### src/rtl/fpga_msg_framer.sv
// Frames an application word stream for the FPGA-to-PC xillybus FIFO:
// header word, FRAME_LEN buffered payload words, then a zero-sum checksum word.
module fpga_msg_framer #(
  parameter int XB_SIZE   = 32,
  parameter int FRAME_LEN = 8
) (
  input  logic               clk,
  input  logic               reset,
  input  logic               fpga_msg_valid,
  input  logic [XB_SIZE-1:0] fpga_msg,
  output logic               fpga_msg_full,
  input  logic               xb_full,
  output logic               xb_wren,
  output logic [XB_SIZE-1:0] xb_data,
  output logic [7:0]         frame_seq,
  output logic               error,
  output logic [1:0]         dbg_state_o
);

  localparam int DEPTH = 2 * FRAME_LEN;
  localparam int PTR_W = $clog2(DEPTH);
  localparam int CNT_W = PTR_W + 1;
  localparam int IDX_W = $clog2(FRAME_LEN);

  typedef enum logic [1:0] {IDLE, HDR, PAYLOAD, CKSUM} state_t;

  // Input handshake: a word moves when fpga_msg_valid=1 and fpga_msg_full=0.
  // Output handshake: a word moves on every rising edge where xb_wren=1.
  state_t             state_q;
  logic [CNT_W-1:0]   count_q, count_d;
  logic [PTR_W-1:0]   wr_ptr_q, rd_ptr_q;
  logic [IDX_W-1:0]   idx_q;
  logic [31:0]        acc_q;
  logic [7:0]         seq_q;
  logic               error_q;
  logic [XB_SIZE-1:0] mem_q [DEPTH];

  logic               push, pop, xfer;
  logic [XB_SIZE-1:0] rd_word;
  logic [31:0]        rd_lo, hdr_word, cksum_word;

  assign fpga_msg_full = (count_q == CNT_W'(DEPTH));
  assign xb_wren       = (state_q != IDLE) && !xb_full;
  assign xfer          = xb_wren;
  assign push          = fpga_msg_valid && !fpga_msg_full;
  assign pop           = (state_q == PAYLOAD) && xfer;
  assign count_d       = count_q + CNT_W'(push) - CNT_W'(pop);

  assign rd_word    = mem_q[rd_ptr_q];
  assign rd_lo      = rd_word[31:0];
  assign hdr_word   = {8'hA5, seq_q, 16'(FRAME_LEN)};
  // Negated running sum makes the 32-bit sum of the whole frame zero.
  assign cksum_word = ~acc_q + 32'd1;

  assign frame_seq   = seq_q;
  assign error       = error_q;
  assign dbg_state_o = state_q;

  always_comb begin
    xb_data = '0;
    case (state_q)
      HDR:     xb_data = XB_SIZE'(hdr_word);
      PAYLOAD: xb_data = rd_word;
      CKSUM:   xb_data = XB_SIZE'(cksum_word);
      default: xb_data = '0;
    endcase
  end

  // Storage is not reset; count and pointers alone decide what is valid.
  always_ff @(posedge clk) begin
    if (push) mem_q[wr_ptr_q] <= fpga_msg;
  end

  always_ff @(posedge clk) begin
    if (!reset) begin
      state_q  <= IDLE;
      count_q  <= '0;
      wr_ptr_q <= '0;
      rd_ptr_q <= '0;
      idx_q    <= '0;
      acc_q    <= '0;
      seq_q    <= '0;
      error_q  <= 1'b0;
    end else begin
      count_q <= count_d;
      if (push) wr_ptr_q <= wr_ptr_q + PTR_W'(1);
      if (pop)  rd_ptr_q <= rd_ptr_q + PTR_W'(1);
      if (fpga_msg_valid && fpga_msg_full) error_q <= 1'b1;

      case (state_q)
        IDLE: begin
          if (count_q >= CNT_W'(FRAME_LEN)) begin
            state_q <= HDR;
            acc_q   <= hdr_word;
          end
        end
        HDR: begin
          if (xfer) begin
            state_q <= PAYLOAD;
            idx_q   <= '0;
          end
        end
        PAYLOAD: begin
          if (xfer) begin
            acc_q <= acc_q + rd_lo;
            idx_q <= idx_q + IDX_W'(1);
            if (idx_q == IDX_W'(FRAME_LEN - 1)) state_q <= CKSUM;
          end
        end
        CKSUM: begin
          if (xfer) begin
            seq_q   <= seq_q + 8'd1;
            state_q <= IDLE;
          end
        end
        default: state_q <= IDLE;
      endcase
    end
  end

endmodule

### config.mk
export PLATFORM = sky130hd
export DESIGN_NAME = fpga_msg_framer
export DESIGN_NICKNAME = d
export VERILOG_FILES = /design/src/rtl/fpga_msg_framer.sv
export SDC_FILE = /design/constraint.sdc
export NUM_CORES = 1
export LEC_CHECK = 0
export BUFFER_PORTS_ARGS = -buffer_cell sky130_fd_sc_hd__buf_4
export CAP_MARGIN = 20
export CORE_MARGIN = 3
export CORE_UTILIZATION = 50
export CTS_BUF_LIST = sky130_fd_sc_hd__clkbuf_2
export CTS_CLUSTER_SIZE = 25
export DETAILED_ROUTE_END_ITERATION = 16
export PLACE_DENSITY = 0.7
export SLEW_MARGIN = 20
export SYNTH_ARGS = -nofsm -noshare
export SYNTH_HDL_FRONTEND = slang
export SYNTH_SLANG_ARGS = --single-unit
### constraint.sdc
create_clock -name clk -period 9.4 [get_ports clk]
set_clock_uncertainty 0.1 [all_clocks]
set_input_delay 0.47 -clock clk [delete_from_list [all_inputs] [get_ports clk]]
set_output_delay 0.47 -clock clk [all_outputs]
set_load 0.02 [all_outputs]
==> flow_summary.yaml, run 1 <==
power_and_ir_drop:
  power_frac_seq_pct: 50.6
  power.leakage_nw: 9.43
  p_comb_share_pct: 20.9
  clock_power_share_pct: 28.5
  p_int_w: 0.00406
  sw_frac_of_total_pct: 30.4
  ir_worst_vdd_mv: 0.0991
  power_w: 0.00583
  power.switching_w: 0.00177
  power.density_nw_per_um2: 208
placement:
  gp_congestion: 0.900
  dpl.cell_count: 2115
  port_buffers: 80
  dp_hpwl_um: 31800
sta:
  fin_crit_sh_pct: 58.8
  clock.fmax_mhz: 181
  min_period_ns: 5.53
  rsz0062_at_grt: "no"
  relSlewSlack_pct: 30.8
  final_max_slew_viol_count: 0
  setup-tns-final_ns: 0
  setup_violations: 0
  final-hold-violation-count: 0
  tightest_slew_ns: 1.04
synthesis:
  synth.net_count: 1518
  synthFlopType: "edfxtp_1"
  synth_common_cells: "edfxtp_1, mux4_2, nor2_1, dfxtp_1, nand2_1"
  synth_top_area_share_pct: 62.3
  syn_avg_cell_area_sq_um: 17.3
  async_flop_share_pct: 0
  yosysWarningCount: 0
  synthTopCellsByArea: "edfxtp_1, mux4_2, dfxtp_1, ha_1, xnor2_1"
  synth_edf_count: 512
  synth_cells: 1428
  netlist_area_sq_um: 24700
  synth_cell_type_count: 66
  ys_seq_area_share_pct: 67.4
  synth_seq_cells: 575
  yosysTopAreaCell: "edfxtp_1"
  synth_most_common_cell: "edfxtp_1"
clock_network:
  clkSlewWorstSetupHoldPaths_ns: 0.11
  cts_max_level: 4
  clk_latency_ns: 1.12
  ctsRootBufferMaster: "clkbuf_2"
  cts.sinks: 575
  cts_buffers: 146
  cts-resized-gates: 0
  cts_tree: "built"
  cts_buffer_depth: 3
floorplanning:
  num_rows: 80
  initial_core_util_pct: 51.2
  die_w_um: 228
  core_sq_um: 48200
  dieArea_sq_um: 52100
  chipHeight_um: 228
  ios: 81
worst_setup_path:
  crit_chain: "buf_12 -> mux4_2 -> mux4_2 -> ha_1 -> o21ai_0 -> a21oi_1 -> o31ai_1 -> a2111oi_0 -> o311ai_1 -> nand2_1 -> a41oi_1 -> xor2_1 -> a21oi_1"
  arrival_ns: 6.40
  cp.buffers_inverters: 1
  critPathSlowestCell: "dfxtp_4"
  endpoint_kind: "flip-flop"
  start_kind: "flip-flop"
  r2r_slack_ns: 3.87
  required_ns: 10.27
  worstSetupPathType: "flip-flop to flip-flop"
  path_delay_family: "compound AO/OA/AOI/OAI gates"
  crit_path_max_fanout: 95
  slowest_delay_ns: 0.82
  ff2ff_path_depth: 13
  r2r-end: "acc_q[26]$_SDFFE_PN0P_"
run_status:
  status: "completed"
route:
  vias: 14300
  vias_per_cell: 5.93
  detail_route.first_pass.iterations: 6
  wirelength_um: 58300
  drc: 0
  ant_nets: 0
  drtIter0Drc: 1416
  wl_per_cell_um: 24.1
hold_path:
  hold_end: "mem_q[10][21]$_DFFE_PP_"
  hp-class: "input pin to flip-flop"
  worstHoldStart: "fpga_msg[21]"
  holdPathStages: 2
global_route:
  grt_max_degree: 96
  grt_pass1_vias: 14700
  grt_usage_pct: 22.7
  grt_overflow_total: 0
  grt_pass1_wl_um: 89000
  grt_antenna_before_repair: 3
final_layout:
  nets: 1753
  syn_to_final_growth_pct: 13.4
  layout-drive-gt1-share_pct: 29.4
  final_core_util_pct: 58.0
  fin_cells: 2418
flow_run:
  cap_violations: 0
==> state kept, by name (all words and copies together), names as in the netlist, named ones only <==
register     cells
mem_q          512
acc_q           32
frame_seq        8
count_q          5
rd_ptr_q         4
wr_ptr_q         4
idx_q            3
dbg_state_o      2
error            1
==> layout make-up <==
class                   instances  area, sq um
clock buffers                 198          991
multi-input cells             754         7760
flip-flops and latches        575        16600
inverters                      25         93.8
repair buffers                161         1360
fillers                      3781        20300
well taps                     656          821
clock inverters                48          314
diodes                          1         2.50
==> cells in the final DEF (no fill, tap or decap), types with 8 or more instances in the layout <==
| master | count |
|---|---|
| dlygate4sd3_1 | 56 |
| xor2_1 | 19 |
| nor2_4 | 12 |
| clkbuf_2 | 198 |
| a21oi_1 | 53 |
| mux4_2 | 158 |
| a31oi_1 | 9 |
| a22oi_1 | 23 |
| nand3_1 | 12 |
| xnor2_1 | 43 |
| dfxtp_1 | 59 |
| edfxtp_1 | 512 |
| o21ai_0 | 32 |
| ha_1 | 51 |
| buf_4 | 104 |
| o21bai_1 | 8 |
| nand2_1 | 59 |
| clkinv_1 | 28 |
| nor3_1 | 10 |
| and2_1 | 22 |
| mux2i_1 | 13 |
| inv_1 | 25 |
| a21o_1 | 16 |
| nor2_1 | 62 |
| nand2b_1 | 9 |
| nor2b_1 | 23 |
| nand4_1 | 9 |
==> repair_timing <==
item                      CTS  global route
buffers inserted            0             0
hold endpoints to repair  575             0
hold buffers               56             0
==> cells by family after synthesis <==
group	synth area share [%]
flip-flops	67.4
AND/OR/NAND/NOR	5.51
AO/OA/AOI/OAI	5.54
multiplexers	14.9
buffers and inverters	1.60
XOR/XNOR	2.20
adder cells (fa/ha/maj)	2.80
==> power by group through the flow <==
stage / logic, W / clock network [W] / registers [W]
finish: 0.00122 / 0.00166 / 0.00295
global route: 0.00133 / 0.00185 / 0.00297
detailed placement: 0.00119 / 0 / 0.00301
floorplan: 0.000853 / 0 / 0.00299
CTS: 0.00121 / 0.00171 / 0.00295
global placement: 0.00118 / 0 / 0.00301
==> worst max-delay path by stage <==
stage / cells after the start / endpoint / from
5_1_grt: 13 / acc_q[26]$_SDFFE_PN0P_ / flip-flop
2_1_floorplan: 14 / acc_q[26]$_SDFFE_PN0P_ / flip-flop
6_report: 13 / acc_q[26]$_SDFFE_PN0P_ / flip-flop
3_3_place_gp: 13 / acc_q[26]$_SDFFE_PN0P_ / flip-flop
3_5_place_dp: 13 / acc_q[26]$_SDFFE_PN0P_ / flip-flop
4_1_cts: 13 / acc_q[26]$_SDFFE_PN0P_ / flip-flop
==> worst register-to-register path: cells and delay by family (launching register included) <==
kind	cells	cell delay (ns)
AOI/OAI and AO/OA	7	1.90
muxes	2	1.24
buffers and inverters	1	0.64
xor gates and xnor gates	1	0.17
DFF	1	0.82
and+or+nand+nor	1	0.14
adders and majority gates	1	0.37
==> per-stage QoR <==
stage | instance area, sq um | hold slack [ns] | setup slack [ns]
after floorplan | 24700 | 0.369 | 5.09
after global placement | 26100 | 0.372 | 4.00
after detailed placement | 26100 | 0.388 | 3.92
after CTS | 28000 | 0.00145 | 3.85
after global routing | 28000 | 0.0423 | 3.41
final | 28000 | 0.114 | 3.87
==> routing by layer <==
metal / vias to the layer above / part of all wire (%) / track usage (%)
met2: 601 / 49 / 36.1
li1: 6294 / - / -
met5: - / 0.045 / 0
met3: 96 / 7.6 / 4.93
met4: 4 / 1.9 / 7.66
met1: 7341 / 41 / 31.4
Power figures use the tool's default switching activity.
==> inputs of run 2 (changes only) <==
==> constraint.sdc (replaced) <==
create_clock -name clk -period 5.4 [get_ports clk]
set_clock_uncertainty 0.1 [all_clocks]
set_input_delay 0.27 -clock clk [delete_from_list [all_inputs] [get_ports clk]]
set_output_delay 0.27 -clock clk [all_outputs]
set_load 0.02 [all_outputs]
==> run 2 against run 1 <==
Net effect:
- sequential power up 74%
- global-route usage down 0.20 points
- design area grew 1.2%
- via count rose by 0.34%
- first-iteration DRC count is 6.1% higher
==> flow_summary.yaml, run 2 (same netlist as run 1, synthesis figures left out) <==
final_layout:
  nets: 1779
  multi_input_area_sq_um: 7760
  layout-drive-gt1-share_pct: 30.1
  syn_to_final_growth_pct: 14.8
  seq_area_sq_um: 16600
  nFillCells: 3704
  final_common_cell: "edfxtp_1"
  largest-register: "mem_q"
  largest_reg_flops: 512
  layout_common_cells: "edfxtp_1, clkbuf_2, mux4_2, buf_4, dlygate4sd3_1"
sta:
  setup-tns-final_ns: 0
  min_period_ns: 4.79
  fin_crit_sh_pct: 88.7
  clock.fmax_mhz: 209
  rsz0062_at_grt: "no"
  hold_ws_ns: 0.133
  setup_violations: 0
  tightest_slew_ns: 1.14
  final-hold-violation-count: 0
  final_max_slew_viol_count: 0
  relSlewSlack_pct: 24.3
worst_setup_path:
  slowest_delay_ns: 0.61
  crit_chain: "buf_12 -> buf_12 -> buf_12 -> buf_4 -> mux4_2 -> mux4_2 -> a222oi_1 -> nor2_1 -> buf_4"
  arrival_ns: 4.42
  cp_common_cell: "buf_12"
  endpoint_kind: "output port"
  ff2ff_path_depth: 15
  r2r-end: "acc_q[26]$_SDFFE_PN0P_"
  r2r_slack_ns: 0.69
  required_ns: 5.03
  worstSetupPathType: "flip-flop to output port"
  path_delay_family: "multiplexers"
  start_kind: "flip-flop"
  cp.buffers_inverters: 5
  critPathSlowestCell: "dfxtp_4"
  crit_path_max_fanout: 19
global_route:
  grt_pass1_vias: 14700
  grt_overflow_total: 0
  grt_usage_pct: 22.5
  grt_pass1_wl_um: 88400
  grt_max_degree: 59
  grt_antenna_before_repair: 6
route:
  vias: 14400
  drtIter0Drc: 1502
  wirelength_um: 58000
  detail_route.first_pass.iterations: 5
  ant_nets: 0
  vias_per_cell: 5.88
  wl_per_cell_um: 23.7
  drc: 0
clock_network:
  cts_buffers: 140
  cts.sinks: 575
  clk_latency_ns: 1.12
  cts_buffer_depth: 3
  ctsRootBufferMaster: "clkbuf_2"
  cts-resized-gates: 0
  clkSlewWorstSetupHoldPaths_ns: 0.10
  cts_max_level: 4
  cts_setup_buffers: 0
  cts_tree: "built"
floorplanning:
  die_w_um: 228
  core_sq_um: 48200
  num_rows: 80
  dieArea_sq_um: 52100
  ios: 81
  initial_core_util_pct: 51.2
  chipHeight_um: 228
power_and_ir_drop:
  power.leakage_nw: 9.60
  power.density_nw_per_um2: 359
  ir_worst_vdd_mv: 0.165
flow_run:
  cap_violations: 0
run_status:
  status: "completed"
hold_path:
  holdPathStages: 3
  hp-class: "input pin to flip-flop"
  hold_end: "acc_q[8]$_SDFFE_PN0P_"
  worstHoldStart: "reset"
placement:
  gp_congestion: 0.937
  dp_hpwl_um: 34500
  port_buffers: 80
[run 2: cell types whose count changed in the layout (fill, tap and decap cells not counted), sizes merged]
cell,before,now
buf,105,123
clkbuf,198,206
clkinv,36,23
clkinvlp,2,1
diode,1,3
dlygate4sd3,56,70
inv,31,32
[run 2: worst max path at each step]
stage	startpoint	endpoint	slack (ns)	depth (start not counted)
floorplan	flip-flop	acc_q[26]$_SDFFE_PN0P_	1.09	14
global placement	flip-flop	acc_q[29]$_SDFFE_PN0P_	0.71	13
detailed placement	flip-flop	acc_q[26]$_SDFFE_PN0P_	0.65	15
CTS	flip-flop	xb_data[20]	0.49	9
global route	flip-flop	acc_q[26]$_SDFFE_PN0P_	0.35	15
finish	flip-flop	xb_data[20]	0.61	9
[run 2: final cells by class]
cell class / count / share of cell area (%)
clock buffers: 206 / 3.64
diodes: 3 / 0.0265
clock inverters: 35 / 0.875
multi-input cells: 754 / 27.4
flip-flops and latches: 575 / 58.8
repair buffers: 193 / 6.04
well taps: 656 / 2.90
inverters: 25 / 0.331
[run 2: power breakdown]
part	total, W	leakage (nW)	switching [W]	internal [W]
combinational	0.00217	3.48	0.00129	0.000882
sequential	0.00514	5.14	0.000118	0.00502
clock	0.00287	0.985	0.00166	0.00120
[run 2: per-layer routing]
| layer | global-route usage [%] | share of wire, % | vias up |
|---|---|---|---|
| met5 | 0 | 0.059 | - |
| met4 | 7.36 | 1.8 | 6 |
| met3 | 5.20 | 8.5 | 80 |
| met2 | 36.5 | 49 | 600 |
| met1 | 30.3 | 41 | 7340 |
| li1 | - | - | 6359 |
[run 2: what timing repair did]
action                                  CTS  global route
hold endpoints to repair                575             0
endpoints found under the setup margin    0             0
hold buffers                             70             0
[run 2: metrics by stage]
step,cells,total power [W],setup WS [ns],area (sq um),util (%)
4_1_cts,2444,0.0103,0.488,28300,58.7
3_5_place_dp,2133,0.00734,0.647,26300,54.6
6_report,2447,0.0102,0.609,28300,58.7
5_1_grt,2446,0.0107,0.345,28300,58.7
3_3_place_gp,2133,0.00731,0.713,26300,54.6
2_1_floorplan,1428,0.00670,1.09,24700,-
[run 2: worst reg2reg max path: cells and delay by family, from the launching register on]
kind | cells | cell delay (ns)
AOI/OAI and AO/OA | 7 | 1.56
xor gates and xnor gates | 1 | 0.17
adders and majority gates | 1 | 0.39
buffers and inverters | 3 | 0.64
DFF | 1 | 0.61
muxes | 2 | 1.06
and+or+nand+nor | 1 | 0.14
